`src/rtl/vanilla_dma_desc_sched.sv`:
```
// In-order DMA descriptor scheduler: queues jobs, programs the engine's four control words, reports tagged completions.
// Optional BUSY watchdog: define VANILLA_DMA_SCHED_WATCHDOG_EN.
//
// state  | meaning
// IDLE   | wait for a queued descriptor while halt_i is low, then pop it
// WR_LOC | write local address (0x00)
// WR_REM | write remote address (0x04)
// WR_LEN | write length (0x08)
// WR_CTL | write control word with go (0x0C)
// BUSY   | wait for engine done after blanking (or watchdog expiry)
// DONE   | one-cycle completion pulse
module vanilla_dma_desc_sched #(
  parameter int els_p            = 4,
  parameter int tag_width_p      = 4,
  parameter int timeout_cycles_p = 4096
) (
  input  logic                     clk_i,
  input  logic                     reset_n_i,
  input  logic                     desc_v_i,
  output logic                     desc_ready_o,
  input  logic [11:0]              desc_local_addr_i,
  input  logic [31:0]              desc_remote_addr_i,
  input  logic [11:0]              desc_num_bytes_i,
  input  logic                     desc_push_not_pull_i,
  input  logic [4:0]               desc_rd_id_i,
  input  logic [11:0]              desc_wb_addr_i,
  input  logic [tag_width_p-1:0]   desc_tag_i,
  input  logic                     halt_i,
  output logic                     cfg_v_o,
  output logic [4:0]               cfg_addr_o,
  output logic [31:0]              cfg_data_o,
  input  logic                     cfg_ready_i,
  input  logic                     dma_done_i,
  output logic                     cmpl_v_o,
  output logic [tag_width_p-1:0]   cmpl_tag_o,
  output logic                     cmpl_err_o,
  output logic                     busy_o,
  output logic [$clog2(els_p):0]   pending_o
);

  localparam int lg_els_lp = $clog2(els_p);

  if (els_p < 2 || (els_p & (els_p - 1)) != 0) begin : g_bad_els
    $error("els_p must be a power of 2 and at least 2");
  end
  if (timeout_cycles_p < 2) begin : g_bad_timeout
    $error("timeout_cycles_p must be at least 2");
  end

  typedef struct packed {
    logic [tag_width_p-1:0] tag;
    logic [11:0]            wb_addr;
    logic [4:0]             rd_id;
    logic                   push_not_pull;
    logic [11:0]            num_bytes;
    logic [31:0]            remote_addr;
    logic [11:0]            local_addr;
  } desc_t;

  typedef enum logic [2:0] {
    S_IDLE, S_WR_LOC, S_WR_REM, S_WR_LEN, S_WR_CTL, S_BUSY, S_DONE
  } state_e;

  desc_t                r_mem [els_p];
  desc_t                r_act;
  desc_t                w_desc_in;
  desc_t                w_head;
  logic [lg_els_lp-1:0] r_wr_ptr;
  logic [lg_els_lp-1:0] r_rd_ptr;
  logic [lg_els_lp:0]   r_count;
  state_e               r_state;
  state_e               w_state_nxt;
  logic [1:0]           r_blank;
  logic                 w_enq;
  logic                 w_deq;
  logic                 w_go;
  logic                 w_done_ok;
  logic                 w_timeout;

  assign w_desc_in = '{tag: desc_tag_i, wb_addr: desc_wb_addr_i, rd_id: desc_rd_id_i,
                       push_not_pull: desc_push_not_pull_i, num_bytes: desc_num_bytes_i,
                       remote_addr: desc_remote_addr_i, local_addr: desc_local_addr_i};
  assign w_head    = r_mem[r_rd_ptr];

  // Ready comes from the registered count only, so a full queue never accepts even when popping.
  assign desc_ready_o = (r_count != (lg_els_lp + 1)'(els_p));
  assign w_enq        = desc_v_i & desc_ready_o;
  assign w_deq        = (r_state == S_IDLE) & (r_count != '0) & ~halt_i;
  assign w_go         = (r_state == S_WR_CTL) & cfg_ready_i;
  assign w_done_ok    = (r_blank == 2'd0) & dma_done_i;

  assign pending_o  = r_count;
  assign busy_o     = (r_state != S_IDLE);
  assign cmpl_v_o   = (r_state == S_DONE);
  assign cmpl_tag_o = r_act.tag;

  always_ff @(posedge clk_i) begin
    if (w_enq) r_mem[r_wr_ptr] <= w_desc_in;
  end

  always_ff @(posedge clk_i or negedge reset_n_i) begin
    if (!reset_n_i) begin
      r_wr_ptr <= '0;
      r_rd_ptr <= '0;
      r_count  <= '0;
      r_state  <= S_IDLE;
      r_act    <= '0;
      r_blank  <= 2'd0;
    end else begin
      r_state <= w_state_nxt;
      if (w_enq) r_wr_ptr <= r_wr_ptr + 1'b1;
      if (w_deq) begin
        r_rd_ptr <= r_rd_ptr + 1'b1;
        r_act    <= w_head;
      end
      case ({w_enq, w_deq})
        2'b10:   r_count <= r_count + 1'b1;
        2'b01:   r_count <= r_count - 1'b1;
        default: r_count <= r_count;
      endcase
      // Blanking hides a done level left over from the previous job.
      if (w_go) r_blank <= 2'd2;
      else if (r_state == S_BUSY && r_blank != 2'd0) r_blank <= r_blank - 2'd1;
    end
  end

`ifdef VANILLA_DMA_SCHED_WATCHDOG_EN
  localparam int wd_w_lp = (timeout_cycles_p > 2) ? $clog2(timeout_cycles_p) : 1;
  logic [wd_w_lp-1:0] r_wd;
  logic               r_err;

  assign w_timeout  = (r_state == S_BUSY) && (r_wd == wd_w_lp'(timeout_cycles_p - 1));
  assign cmpl_err_o = (r_state == S_DONE) & r_err;

  always_ff @(posedge clk_i or negedge reset_n_i) begin
    if (!reset_n_i) begin
      r_wd  <= '0;
      r_err <= 1'b0;
    end else begin
      if (w_go) r_wd <= '0;
      else if (r_state == S_BUSY) r_wd <= r_wd + 1'b1;
      if (r_state == S_BUSY) r_err <= w_timeout & ~w_done_ok;
      else if (r_state == S_DONE) r_err <= 1'b0;
    end
  end
`else
  assign w_timeout  = 1'b0;
  assign cmpl_err_o = 1'b0;
`endif

  always_comb begin
    w_state_nxt = r_state;
    cfg_v_o     = 1'b0;
    cfg_addr_o  = 5'h00;
    cfg_data_o  = 32'h0;
    case (r_state)
      S_IDLE: begin
        if (w_deq) w_state_nxt = (w_head.num_bytes == 12'd0) ? S_DONE : S_WR_LOC;
      end
      S_WR_LOC: begin
        cfg_v_o    = 1'b1;
        cfg_addr_o = 5'h00;
        cfg_data_o = {20'b0, r_act.local_addr};
        if (cfg_ready_i) w_state_nxt = S_WR_REM;
      end
      S_WR_REM: begin
        cfg_v_o    = 1'b1;
        cfg_addr_o = 5'h04;
        cfg_data_o = r_act.remote_addr;
        if (cfg_ready_i) w_state_nxt = S_WR_LEN;
      end
      S_WR_LEN: begin
        cfg_v_o    = 1'b1;
        cfg_addr_o = 5'h08;
        cfg_data_o = {20'b0, r_act.num_bytes};
        if (cfg_ready_i) w_state_nxt = S_WR_CTL;
      end
      S_WR_CTL: begin
        cfg_v_o    = 1'b1;
        cfg_addr_o = 5'h0C;
        cfg_data_o = {4'b0, r_act.wb_addr, 7'b0, r_act.rd_id, 1'b0, r_act.push_not_pull, 1'b0, 1'b1};
        if (cfg_ready_i) w_state_nxt = S_BUSY;
      end
      S_BUSY: begin
        if (w_done_ok || w_timeout) w_state_nxt = S_DONE;
      end
      S_DONE:  w_state_nxt = S_IDLE;
      default: w_state_nxt = S_IDLE;
    endcase
  end

endmodule

```
`config.mk`:
```
export PLATFORM = sky130hd
export DESIGN_NAME = vanilla_dma_desc_sched
export DESIGN_NICKNAME = d
export VERILOG_FILES = /design/src/rtl/vanilla_dma_desc_sched.sv
export SDC_FILE = /design/constraint.sdc
export NUM_CORES = 1
export LEC_CHECK = 0
export BUFFER_PORTS_ARGS = -buffer_cell sky130_fd_sc_hd__buf_2
export CAP_MARGIN = 10
export CORE_ASPECT_RATIO = 1.4
export CORE_MARGIN = 1
export CORE_UTILIZATION = 33
export CTS_BUF_LIST = sky130_fd_sc_hd__clkbuf_16
export CTS_CLUSTER_DIAMETER = 100
export DETAILED_ROUTE_END_ITERATION = 6
export PLACE_DENSITY = 0.49
export SLEW_MARGIN = 20
export SYNTH_ARGS = -nofsm -noshare
export SYNTH_HDL_FRONTEND = slang
export SYNTH_SLANG_ARGS = --single-unit
```
`constraint.sdc`:
```
create_clock -name clk_i -period 8.2 [get_ports clk_i]
set_input_delay 1.23 -clock clk_i [delete_from_list [all_inputs] [get_ports clk_i]]
set_output_delay 1.23 -clock clk_i [all_outputs]
set_load 0.005 [all_outputs]
```
* Word-level counts from Yosys, hierarchy flattened
Memory sizes are Yosys's and may differ from the RTL's.
Index checks and enable logic that the tools add are counted.
** Storage, ports and cells
- Flip-flop bits (word level) :: 90
- Latch bits :: 0
- RAM bits :: 312
- ROM bits :: 0
- Bits of input ports :: 84
- Output and inout bits :: 49
- Logic and storage cells :: 66
- Memories kept :: 1
** Memory list
- r_mem :: words 4, width 78, rd ports 1, clocked after Yosys merged registers in 0, write ports 1, RTL line 64 : desc_t r_mem [els_p];
** Operators by class
- $add $sub $neg :: 5
- Multiply operators :: 0
- Divide/modulo/power cells :: 0
- Order comparisons :: 0
- Eq/ne operators :: 15
- Shift operators :: 0
- Muxes and demuxes :: 16
- Bitwise gates (word level) :: 6
- Reduce and logical (&&, ||, !) cells :: 11
** Operator list (count)
- $pmux 32 s4 :: 1
- $mux 3 :: 7
- $pmux 3 s6 :: 1
- $logic_not 12->1 :: 1
- $ne 2x2->1 const B :: 6
- $pmux 4 s3 :: 1
- $eq 3x3->1 const B :: 3
- $eq 3x2->1 const B :: 2
- $pmux 3 s2 :: 1
- $reduce_and 6->1 :: 1
- $reduce_bool 2->1 :: 3
- $reduce_bool 3->1 :: 2
- $and 1x1->1 :: 5
- $add 2x1->2 const B :: 2
- $mux 2 :: 2
- $reduce_or 4->1 :: 1
- $add 3x1->3 const B :: 1
- $eq 3x1->1 const B :: 1
- $logic_not 3->1 :: 1
- $mux 1 :: 3
- $ne 3x3->1 const B :: 1
- $sub 3x1->3 const B :: 1
- $eq 2x1->1 const B :: 1
- $eq 2x2->1 const B :: 1
- 4 further kinds :: 4

* Logic depth before layout (Yosys ltp)
- Word-level depth :: 5
- Gate-level depth with buffers :: 10
- Mapped depth without buffers :: 10

* Worst setup path before layout
No wires, ideal clock.
- Path type :: input -> register
- Start :: input port desc_v_i
- End :: memory r_mem[0][0] (netlist bit), enable pin
- Setup time :: 0.445 ns
- Arrival time :: 3.089 ns
- Data required time :: 7.755 ns
- Setup slack :: 4.666 ns
- Stages :: 1
- Buffers on the path :: 0
- Cells stage by stage :: and3_1
** On the way
- Word-level cells in the longest chain between the ends :: 3
** RTL lines
- start, declared :: RTL line 19 : input logic desc_v_i,
- $and 1x1->1 :: RTL line 87 : assign w_enq = desc_v_i & desc_ready_o;
- $mux 1 :: RTL line 98 : if (w_enq) r_mem[r_wr_ptr] <= w_desc_in;
- $mux 1 (implied by the code) :: RTL line 98
- end, declared :: RTL line 64
Every way passes these cells.

* Final worst setup path
- Start :: register r_state[2]
- End :: output port cfg_data_o[23]
** On the way
- Word-level cells in the longest chain between the ends :: 2
- Elaborated cells between the ends (all ways) :: 5
- Classes of those cells :: eq/ne: 4; mux: 1
** RTL lines
- start, declared :: RTL line 71 : state_e r_state;
- start signal, assigned :: RTL line 110 : r_state <= w_state_nxt;
- $eq 3x3->1 (tied with other cells) :: RTL line 156 : case (r_state)
- $pmux 32 s4 * :: RTL line 156
- end, declared :: RTL line 31 : output logic [31:0] cfg_data_o,
Every way passes the cells marked *; elsewhere a longest branch is shown, timed or not.

==> results_dict.tcl <==
set metrics [dict create \
    run_status "complete, no violations" \
    fp.coreArea_sq_um 46200 \
    ir_drop_mv 0.184 \
    p_leak_nw 6.44 \
    initialDrtViolationCount 411 \
    p_per_area_nw_per_um2 373 \
    layout.cell_area.non_filler_sq_um 18100 \
    reg2reg_slack_ns 5.07 \
    gp_congestion 0.788 \
    r2r-start "r_state[0]" \
    drc 0 \
    setup_viol 0 \
    swShare 0.294 \
    grt.overflow.total 0 \
    hp-start "r_act[55]" \
    hpwl_microns 20400 \
    postCtsHoldBufs 0 \
    cts_buffer_depth 3 \
    clkPwrFrac 0.274 \
    synthCells 736 \
    insertion_delay_ns 0.55 \
    die_area_sq_um 47900 \
    wl_met2_microns 18200 \
    htreeDepth 2 \
    postPlaceCellArea_sq_um 16800 \
    layout-drive-gt1-share 0.387 \
    power.switching_mw 1.99 \
    cts_made_buffers 42 \
    holdPathStages 1 \
    setup_tns_ns 0 \
    grt_util_all_layers 0.147 \
    combPwrFrac 0.263 \
    die_h_microns 259 \
    cts.sinks 402 \
    cts.repair.resized 0 \
    clk_pin_slew_ns 0.06 \
    clock.fmax_mhz 246 \
    async_flop_share 0.224 \
    placed_cells 1449 \
    worstSetupPathType "reg -> out" \
    cts_tree "built" \
    clock_skew_ns 0.0144 \
    rr_worst_depth 5 \
    fillers 4248 \
    antenna_found_initial 10 \
    regToRegEndpoint "cmpl_tag_o[0]" \
    fin_cells 1528 \
    route.met3.wl_microns 1580 \
    finalCritPeriodShare 0.495 \
    required_ns 6.97 \
    hold_class "reg -> reg" \
    finalNetCount 967 \
    yosysWarnings 0 \
    end_kind "output port" \
    via_count 7294 \
    topRoutingLayerUsed "met5" \
    seqPwrFrac 0.463 \
    netlist_area_sq_um 15500 \
    tightest_slew_ns 0.902 \
    hold_viol_final 0 \
    fp.dieW_microns 185 \
    ys_seq_elements 402 \
    postRouteAntennaNets 0 \
    yosysSeqAreaShare 0.749 \
    io_buffers 128 \
    synth_ff_type "edfxtp_1" \
    startpoint_type "flip-flop" \
    grt_max_degree 52 \
    syn_avg_cell_area_sq_um 21.1 \
    maxCapViolCount 0 \
    grt_pass1_vias 7930 \
    grt_pass1_wl_microns 51100 \
    maxSlewViolCount 0 \
    p_int_mw 4.77 \
    synth_edf_count 312 \
    met1_length_microns 13500 \
    ios 133 \
    synth.distinct_cells 44 \
    max-slew-margin-rel 0.394 \
    wl_per_cell_microns 22.4 \
    cts_setup_buffers 0 \
    arrival_ns 2.83 \
    via_per_inst 4.77 \
    wl_microns 34300 \
    initial_utilization 0.336 \
    root_buffer "clkbuf_16" \
    whs_endpoint "r_act[55]" \
    cp_max_fo 20 \
    dr.pass1.iters 6 \
    finalPower_mw 6.76 \
    syn2layout_area_growth_pct 16.7 \
    rows 93 \
    fin_crit_ns 4.06 \
    rsz0062_at_grt "no" \
]
==> worst max-delay path by stage <==
stage	from	end	slack [ns]	cells after the start
after CTS	r_state[2]	cfg_data_o[23]	4.09	5
after floorplan	desc_v_i	r_mem[0][0]	4.67	1
after detailed placement	r_state[1]	cfg_data_o[23]	4.71	5
final	r_state[2]	cfg_data_o[23]	4.14	5
after global routing	r_state[2]	cfg_data_o[25]	3.90	5
after global placement	r_state[2]	cfg_data_o[24]	4.77	5
==> power by group through the flow <==
stage	Clock, mW	Sequential, mW	Combinational [mW]
2_1_floorplan	0	2.96	1.43
3_3_place_gp	0	3.18	1.82
3_5_place_dp	0	3.19	1.84
4_1_cts	1.91	3.15	1.84
5_1_grt	1.98	3.20	1.95
6_report	1.85	3.13	1.78
==> layout make-up <==
cell class                 count  area, sq um  share of cell area
antenna                        1         2.50            0.000138
clock buffer                  45         1130              0.0622
clock inverter                33          213              0.0117
inverter                      10         37.5             0.00207
multi-input combinational    281         3600               0.199
sequential                   402        11600               0.642
tap                          617          772              0.0426
timing repair buffer         139          729              0.0403
==> logic make-up (layout without fill, tap and decap cells) <==
group	count (synthesis)	in the layout	share of synthesized area
buf+inv	56	227	0.0217
xor+xnor	8	8	0.00451
flops	402	402	0.749
other cells	1	5	0.000242
compound gates	46	46	0.0220
fa+ha+maj	7	7	0.00613
mux	169	169	0.180
simple gates	47	47	0.0169
==> critical path, stage by stage, from the launching register on <==
cell,delay (ns)
dfrtp_1,0.71
nor2b_1,0.62
nor2b_2,0.30
buf_4,0.34
a22o_1,0.19
buf_2,0.11
==> cell usage in the layout, fill, tap and decap left out, drive strengths merged, types with 4 or more instances in the layout <==
| cell type | synthesis | final |
|---|---|---|
| mux4 | 78 | 78 |
| conb | 1 | 4 |
| nand2 | 6 | 6 |
| a22o | 12 | 12 |
| nor3 | 4 | 4 |
| o21ai | 4 | 4 |
| mux2i | 6 | 6 |
| mux2 | 85 | 85 |
| o22ai | 6 | 6 |
| edfxtp | 312 | 312 |
| and3 | 4 | 4 |
| clkbuf | 14 | 45 |
| xnor2 | 5 | 5 |
| buf | 32 | 139 |
| nor2 | 10 | 10 |
| and2 | 10 | 10 |
| a22oi | 12 | 12 |
| inv | 10 | 24 |
| clkinv | 0 | 15 |
| dfrtp | 90 | 90 |
| ha | 6 | 6 |
==> metal layers <==
layer  vias to the layer above  GRT usage
li1                       3246          -
met1                      3813      0.173
met2                       165      0.267
met3                        64     0.0289
met4                         6     0.0482
met5                         -          0
==> per-stage QoR <==
stage	setup WS, ns	utilization	hold slack [ns]
2_1_floorplan	4.67	-	0.452
3_3_place_gp	4.77	0.363	0.474
3_5_place_dp	4.71	0.363	0.472
4_1_cts	4.09	0.392	0.489
5_1_grt	3.90	0.392	0.512
6_report	4.14	0.392	0.488
==> sequential cells by signal (all words and copies together) (netlist names) <==
name,flops
cmpl_tag_o,4
pending_o,3
r_act,74
r_blank,2
r_mem,312
r_rd_ptr,2
r_state,3
r_wr_ptr,2
==> synthesized netlist by cell type (3+ instances only) <==
master	count	area share
and2_1	10	0.0040
xnor2_1	5	0.0028
ha_1	6	0.0048
mux4_2	78	0.11
a22oi_1	12	0.0058
mux2i_1	6	0.0039
buf_2	11	0.0035
nor2_1	10	0.0024
mux2_4	5	0.0048
inv_1	10	0.0024
dfrtp_1	90	0.15
edfxtp_1	312	0.60
o22ai_1	6	0.0024
nor3_1	3	0.00097
buf_6	11	0.0080
nand2_1	6	0.0015
and3_1	4	0.0016
clkbuf_1	14	0.0034
nand3_1	3	0.00097
a21oi_1	3	0.00097
nor4_1	3	0.0012
mux2_2	65	0.047
a22o_1	12	0.0068
o21ai_0	4	0.0013
xor2_1	3	0.0017
buf_4	8	0.0039
mux2_1	15	0.011
(Power assumes the default switching activity.)
